### config.mk
export PLATFORM = sky130hd
export DESIGN_NAME = mux16_rr_sched
export DESIGN_NICKNAME = d
export VERILOG_FILES = /design/src/rtl/mux16_rr_sched.sv
export SDC_FILE = /design/constraint.sdc
export NUM_CORES = 1
export LEC_CHECK = 0
export CAP_MARGIN = 20
export CORE_UTILIZATION = 45
export DETAILED_ROUTE_END_ITERATION = 8
export REMOVE_ABC_BUFFERS = 1
export SYNTH_ARGS = -nofsm -noshare
export SYNTH_HDL_FRONTEND = slang
export SYNTH_SLANG_ARGS = --single-unit
export TNS_END_PERCENT = 1
### constraint.sdc
create_clock -name clk -period 14.4 [get_ports clk]
set_input_delay 1.44 -clock clk [delete_from_list [all_inputs] [get_ports clk]]
set_output_delay 1.44 -clock clk [all_outputs]
set_load 0.02 [all_outputs]
### src/rtl/mux16_rr_sched.sv
// Round-robin owner scheduler for a shared 16:1 mux channel.
// Each owner holds the channel for at most MAX_BURST beats, then ownership rotates.
module mux16_rr_sched #(
    parameter int unsigned MAX_BURST = 4
) (
    input  logic        clk,
    input  logic        rst,
    input  logic [15:0] req,
    input  logic        out_ready,
    output logic [3:0]  sel,
    output logic        en,
    output logic [15:0] grant,
    output logic        busy
);

    localparam int unsigned CNT_W = (MAX_BURST > 1) ? $clog2(MAX_BURST) : 1;
    localparam logic [CNT_W-1:0] CNT_LAST = CNT_W'(MAX_BURST - 1);

    typedef enum logic {
        ST_IDLE,
        ST_GRANT
    } state_t;

    state_t           state, state_d;
    logic [3:0]       ptr, ptr_d;
    logic [CNT_W-1:0] cnt, cnt_d;
    logic [3:0]       sel_d;
    logic [15:0]      grant_d;
    logic             accept;
    logic             release_grant;
    logic [4:0]       pick_res;

    // First requester at or after start (circularly); bit 4 flags a hit.
    function automatic logic [4:0] pick(input logic [3:0] start, input logic [15:0] r);
        logic [4:0] res;
        logic [3:0] idx;
        res = '0;
        for (int i = 15; i >= 0; i--) begin
            idx = start + 4'(i);
            if (r[idx]) res = {1'b1, idx};
        end
        return res;
    endfunction

    assign en   = (state == ST_GRANT);
    assign busy = en;

    always_ff @(posedge clk) begin
        if (rst) begin
            state <= ST_IDLE;
            ptr   <= '0;
            cnt   <= '0;
            sel   <= '0;
            grant <= '0;
        end else begin
            state <= state_d;
            ptr   <= ptr_d;
            cnt   <= cnt_d;
            sel   <= sel_d;
            grant <= grant_d;
        end
    end

    // Next-state: grant from IDLE, or count beats and hand off on release.
    always_comb begin
        state_d       = state;
        ptr_d         = ptr;
        cnt_d         = cnt;
        sel_d         = sel;
        grant_d       = grant;
        accept        = 1'b0;
        release_grant = 1'b0;
        pick_res      = '0;

        case (state)
            ST_IDLE: begin
                pick_res = pick(ptr, req);
                if (pick_res[4]) begin
                    state_d = ST_GRANT;
                    sel_d   = pick_res[3:0];
                    grant_d = 16'(1) << pick_res[3:0];
                    cnt_d   = '0;
                end
            end
            ST_GRANT: begin
                accept        = out_ready & req[sel];
                release_grant = ~req[sel] | (accept & (cnt == CNT_LAST));
                if (release_grant) begin
                    ptr_d    = sel + 4'd1;
                    pick_res = pick(sel + 4'd1, req);
                    cnt_d    = '0;
                    if (pick_res[4]) begin
                        sel_d   = pick_res[3:0];
                        grant_d = 16'(1) << pick_res[3:0];
                    end else begin
                        state_d = ST_IDLE;
                        grant_d = '0;
                    end
                end else if (accept) begin
                    cnt_d = cnt + CNT_W'(1);
                end
            end
            default: state_d = ST_IDLE;
        endcase
    end

endmodule

==> results of run 1 <==
[layout by cell type, fill, tap and decap left out, types with 20 or more instances in the layout]
cell	count
mux2_2	29
a21oi_1	44
inv_1	24
a311oi_1	20
clkdlybuf4s50_1	40
dfxtp_1	26
mux4_2	40
o21ai_0	27
mux2i_1	53
nor2_1	71
nand2_1	76
[cell families (layout without fill, tap and decap cells)]
| kind of cell | after synthesis | after routing |
|---|---|---|
| AO/OA/AOI/OAI | 215 | 215 |
| XOR/XNOR | 24 | 24 |
| adder cells (fa/ha/maj) | 15 | 15 |
| buffers and inverters | 80 | 82 |
| flip-flops | 27 | 27 |
| multiplexers | 133 | 133 |
| AND/OR/NAND/NOR | 255 | 255 |
[worst max-delay path: stages, from the launching register on]
cell and delay (ns):
dfxtp_2 0.31, buf_4 0.43, clkinv_1 0.49, ha_1 0.44
buf_4 0.34, inv_1 0.24, ha_1 0.31, inv_1 0.09
o22ai_2 0.10, xnor2_1 0.46, mux4_2 0.67, o21a_1 0.22
a2bb2oi_1 0.13, o32a_1 0.31, a31o_4 0.27, nor3_2 0.30
or3b_1 0.37, a311oi_1 0.25
[state kept, by name, indices dropped and copies added, names as in the netlist]
register and cells:
grant 16, sel 4, cnt 2, busy 1, ptr 4
[worst max path at each step]
stage / startpoint / endpoint / slack, ns
after floorplan: sel[0]$_SDFFE_PP0P_ / grant[8]$_SDFFE_PP0P_ / 7.92
final: sel[0]$_SDFFE_PP0P_ / grant[0]$_SDFFE_PP0P_ / 8.51
after global routing: sel[0]$_SDFFE_PP0P_ / grant[0]$_SDFFE_PP0P_ / 8.22
after detailed placement: sel[0]$_SDFFE_PP0P_ / grant[6]$_SDFFE_PP0P_ / 8.40
after global placement: sel[0]$_SDFFE_PP0P_ / grant[6]$_SDFFE_PP0P_ / 8.49
after CTS: sel[0]$_SDFFE_PP0P_ / grant[6]$_SDFFE_PP0P_ / 8.40
[metal layers]
layer	wire length, microns	vias up	global-route usage, %
li1	-	2894	-
met1	9052	3089	41.62
met2	8843	360	42.08
met3	1898	33	4.646
met4	379	0	7.187
met5	0	-	0
[synthesized netlist by cell type (13+ instances only)]
cell type | count | area (sq um)
a21oi_1 | 44 | 220.2
nand2_1 | 76 | 285.3
clkbuf_1 | 31 | 116.4
xnor2_1 | 13 | 113.9
a311oi_1 | 20 | 175.2
o21ai_0 | 27 | 135.1
nor2_1 | 72 | 270.3
dfxtp_1 | 27 | 540.5
nor2b_1 | 13 | 81.33
nor3_1 | 16 | 80.08
a211oi_1 | 13 | 97.59
ha_1 | 15 | 187.7
and2_1 | 14 | 87.58
nand3_1 | 18 | 90.09
mux2i_1 | 53 | 530.5
mux2_2 | 29 | 326.6
mux4_2 | 40 | 900.9
inv_1 | 24 | 90.09
[through the flow]
stage	cell area (sq um)	hold slack [ns]	cells	utilization, %	setup slack, ns
CTS	6695	0.4601	925	50.16	8.402
floorplan	5923	0.4295	696	-	7.915
global route	6718	0.5148	927	50.33	8.223
detailed placement	6615	0.4524	921	49.56	8.405
finish	6718	0.4583	927	50.33	8.513
global placement	6608	0.4451	920	49.50	8.490
[cell type report]
class	count	area, sq um
Tap cell	176	220.2
Sequential cell	27	541.8
Inverter	27	101.3
Clock buffer	3	75.07
Fill cell	1317	6630
Timing Repair Buffer	51	490.5
Multi-Input combinational cell	642	5284
Clock inverter	1	5.005
==> impl_metrics.yaml, run 1 <==
critical_path:
  rr_startpoint: "sel[0]$_SDFFE_PP0P_"
  ff2ff_setup_slack_ns: 8.51
  crit_required_ns: 14.56
  worstPathMaxFanout: 42
  crit_path_end_kind: "flop"
  cp.arrival_ns: 6.05
  r2r_end: "grant[0]$_SDFFE_PP0P_"
  r2r_cells: 17
  worst_setup_path_start_kind: "flop"
  crit_type: "reg -> reg"
yosys:
  synth_cell_types: 86
  avgSynthCellArea_sq_um: 8.274
  synthAdderAreaFrac_pct: 3.028
  synth_xor_area_share_pct: 4.785
  ys_ff_latch: 27
  synth_edf_count: 0
  synth_cells: 749
  netlist_area_sq_mm: 0.006197
  async_reset_ff_share_pct: 0
  muxShareOfSynthArea_pct: 32.42
  synth_top_family_by_area: "multiplexers"
  ys_seq_area_share_pct: 8.722
  synthFlopType: "dfxtp_1"
  synth_compound_area_share_pct: 24.93
  yosysWarnings: 0
  synthSimpleGateAreaFrac_pct: 20.05
sta:
  slew_viol_final: 0
  setup_viol: 0
  rsz0062_at_grt: "no"
  worst_pin_slew_ns: 1.007
  clock.fmax_ghz: 0.1699
  clock_skew_ns: 0.005134
  fin_crit_sh_pct: 40.88
  min_period_ns: 5.887
  finalHoldViolCount: 0
  relSlewSlack_pct: 32.65
  final.setup.tns_ns: 0
die:
  rows: 42
  core_sq_mm: 0.01335
  dieArea_sq_mm: 0.01424
  pin_count: 41
  die_w_microns: 119.4
  fp.dieH_microns: 119.4
  initial_core_util_pct: 46.43
placed_design:
  port_buffers: 40
  hpwl_microns: 15340
  gp_congestion: 1.021
run_status:
  status: "completed"
clock_tree:
  clk_pin_slew_ns: 0.07
  cts.sinks: 27
  post_cts_resized: 0
  cts_setup_buffers: 0
  clockBufferDepth: 2
  worstSkewPairLatency_ns: 0.27
  cts.htree.levels: 1
  cts_root_buf: "clkbuf_16"
  cts_made_buffers: 3
  tritoncts: "done"
  cts_hold_buf: 0
cells_and_area:
  area_growth_pct: 8.399
  drive_gt1_share_pct: 15.05
  antenna_cells: 0
  fin_nets: 786
global_routing:
  grt_pass1_vias: 5672
  grt_max_degree: 43
  track_usage_pct: 28.11
  grt_overflow_total: 0
  antenna_found_initial: 0
  grt_pass1_wl_microns: 31810
routing:
  first_pass_iters: 5
  vias: 6376
  routed_wl_microns: 20170
  post_drt_wl_per_cell_microns: 21.76
  drt_iter0_drc: 686
  drc: 0
  ant_nets: 0
  viasPerCell: 6.878
min_path:
  holdPathEnd: "cnt[1]$_SDFFE_PP0P_"
  hp-class: "reg -> reg"
  worstHoldStart: "cnt[1]$_SDFFE_PP0P_"
  whs_path_depth: 2
job:
  max_cap_viol_count: 0
Power of run 1 is not shown: default switching activity piles up to over one toggle a cycle in this logic, so the estimate is an artifact.
==> run 2: changes to the inputs <==
PLACE_DENSITY = 0.66   (was unset)
clock period = 5.15 ns   (was 14.4 ns; I/O delays follow)
==> impl_metrics.yaml, run 2 (synthesized netlist as in run 1, its figures left out) <==
global_routing:
  grt_max_degree: 35
  grt_overflow_total: 0
  grt_pass1_vias: 5993
  track_usage_pct: 28.23
  grt_pass1_wl_microns: 32240
  antenna_found_initial: 0
cells_and_area:
  final_cells: 938
  final_core_util_pct: 50.94
  final_cell_mix: "76 x nand2_1, 71 x nor2_1, 53 x mux2i_1, 44 x a21oi_1"
  final_area_sq_mm: 0.006799
  area_growth_pct: 9.711
  top_regs: "grant x16, ptr x4, sel x4"
  fin_nets: 797
  largest_register_ffs: 16
  top_register: "grant"
  antenna_cells: 0
  layout_commonest_cell: "nand2_1"
  drive_gt1_share_pct: 16.14
critical_path:
  critPathSlowestCell: "xnor3_1"
  crit_path_end_kind: "flop"
  crit_type: "reg -> reg"
  max_stage_delay_ns: 0.53
  crit_required_ns: 5.29
  worst_setup_path_start_kind: "flop"
  worstPathMaxFanout: 17
  ff2ff_setup_slack_ns: 0.34
  cp.arrival_ns: 4.95
  worstPathCellList: "ha_1, xnor2_1, buf_4, ha_1, xnor3_1, mux2i_1, mux2_2, and2_1, and3_1, o311ai_0, a21oi_1, buf_4, or3b_1, a311oi_1"
placed_design:
  place_area_sq_mm: 0.006705
  hpwl_microns: 15650
  port_buffers: 40
  gp_congestion: 1.059
  dp.cells: 933
routing:
  routed_wl_microns: 20250
  first_pass_iters: 6
  post_drt_wl_per_cell_microns: 21.59
  vias: 6407
  ant_nets: 0
  drt_iter0_drc: 794
  drc: 0
  viasPerCell: 6.830
sta:
  relSlewSlack_pct: 35.63
  whs_ns: 0.4646
  worst_pin_slew_ns: 0.9625
  setup_viol: 0
  clock.fmax_ghz: 0.2079
  fin_crit_sh_pct: 93.40
  rsz0062_at_grt: "no"
  finalHoldViolCount: 0
  clock_skew_ns: 0.002866
  slew_viol_final: 0
  min_period_ns: 4.810
clock_tree:
  cts.htree.levels: 1
  cts_setup_buffers: 0
  cts_hold_buf: 0
  tritoncts: "done"
  clk_pin_slew_ns: 0.06
  cts_root_buf: "clkbuf_16"
  worstSkewPairLatency_ns: 0.26
  cts_made_buffers: 3
  clockBufferDepth: 2
  post_cts_resized: 0
  cts.sinks: 27
die:
  dieArea_sq_mm: 0.01424
  initial_core_util_pct: 46.43
  core_sq_mm: 0.01335
  die_w_microns: 119.4
  fp.dieH_microns: 119.4
  pin_count: 41
  rows: 42
run_status:
  status: "completed"
job:
  max_cap_viol_count: 0
min_path:
  hp-class: "reg -> reg"
## run 2: final cells by class
type                       instances  area (sq um)
fill                            1304          6549
multi-input combinational        642          5284
timing repair buffer              62         573.1
sequential                        27         541.8
tap                              176         220.2
inverter                          27         101.3
clock buffer                       4         78.83
## run 2: worst paths after layout
path / start / to / depth (start not counted)
setup / recovery: sel[0]$_SDFFE_PP0P_ / grant[1]$_SDFFE_PP0P_ / 14
hold / removal: cnt[1]$_SDFFE_PP0P_ / cnt[1]$_SDFFE_PP0P_ / 2
hold reg to reg: cnt[1]$_SDFFE_PP0P_ / cnt[1]$_SDFFE_PP0P_ / 2
setup reg to reg: sel[0]$_SDFFE_PP0P_ / grant[1]$_SDFFE_PP0P_ / 14
## run 2: critical path: cells and delay by family, from the launching register on
| kind | cells | cell delay [ns] |
|---|---|---|
| mux | 2 | 0.66 |
| simple gates | 3 | 0.70 |
| xor+xnor | 2 | 0.72 |
| fa+ha+maj | 2 | 0.68 |
| compound gates | 3 | 0.88 |
| buf+inv | 2 | 0.52 |
| flops | 1 | 0.51 |
## run 2: metrics by stage
stage | setup TNS, ns | worst slack [ns]
2_1_floorplan | -23.96 | -1.335
5_1_grt | 0 | 0.06227
3_3_place_gp | 0 | 0.4799
6_report | 0 | 0.3398
4_1_cts | 0 | 0.3757
3_5_place_dp | 0 | 0.4258
## run 2: routing by layer
| layer | global-route usage, % | part of all wire, % | vias up |
|---|---|---|---|
| li1 | - | - | 2922 |
| met1 | 39.86 | 44 | 3097 |
| met2 | 44.08 | 45 | 340 |
| met3 | 4.262 | 8.5 | 48 |
| met4 | 9.063 | 2.7 | 0 |
| met5 | 0 | 0 | - |
Power of run 2 is left out for the same reason.
==> run 3: changes to the inputs <==
TNS_END_PERCENT = 50   (was 1)
==> results of run 3 <==
Same layout as run 2: the final DEF is identical, and so are final timing and power.
Power of run 3 is left out for the same reason.
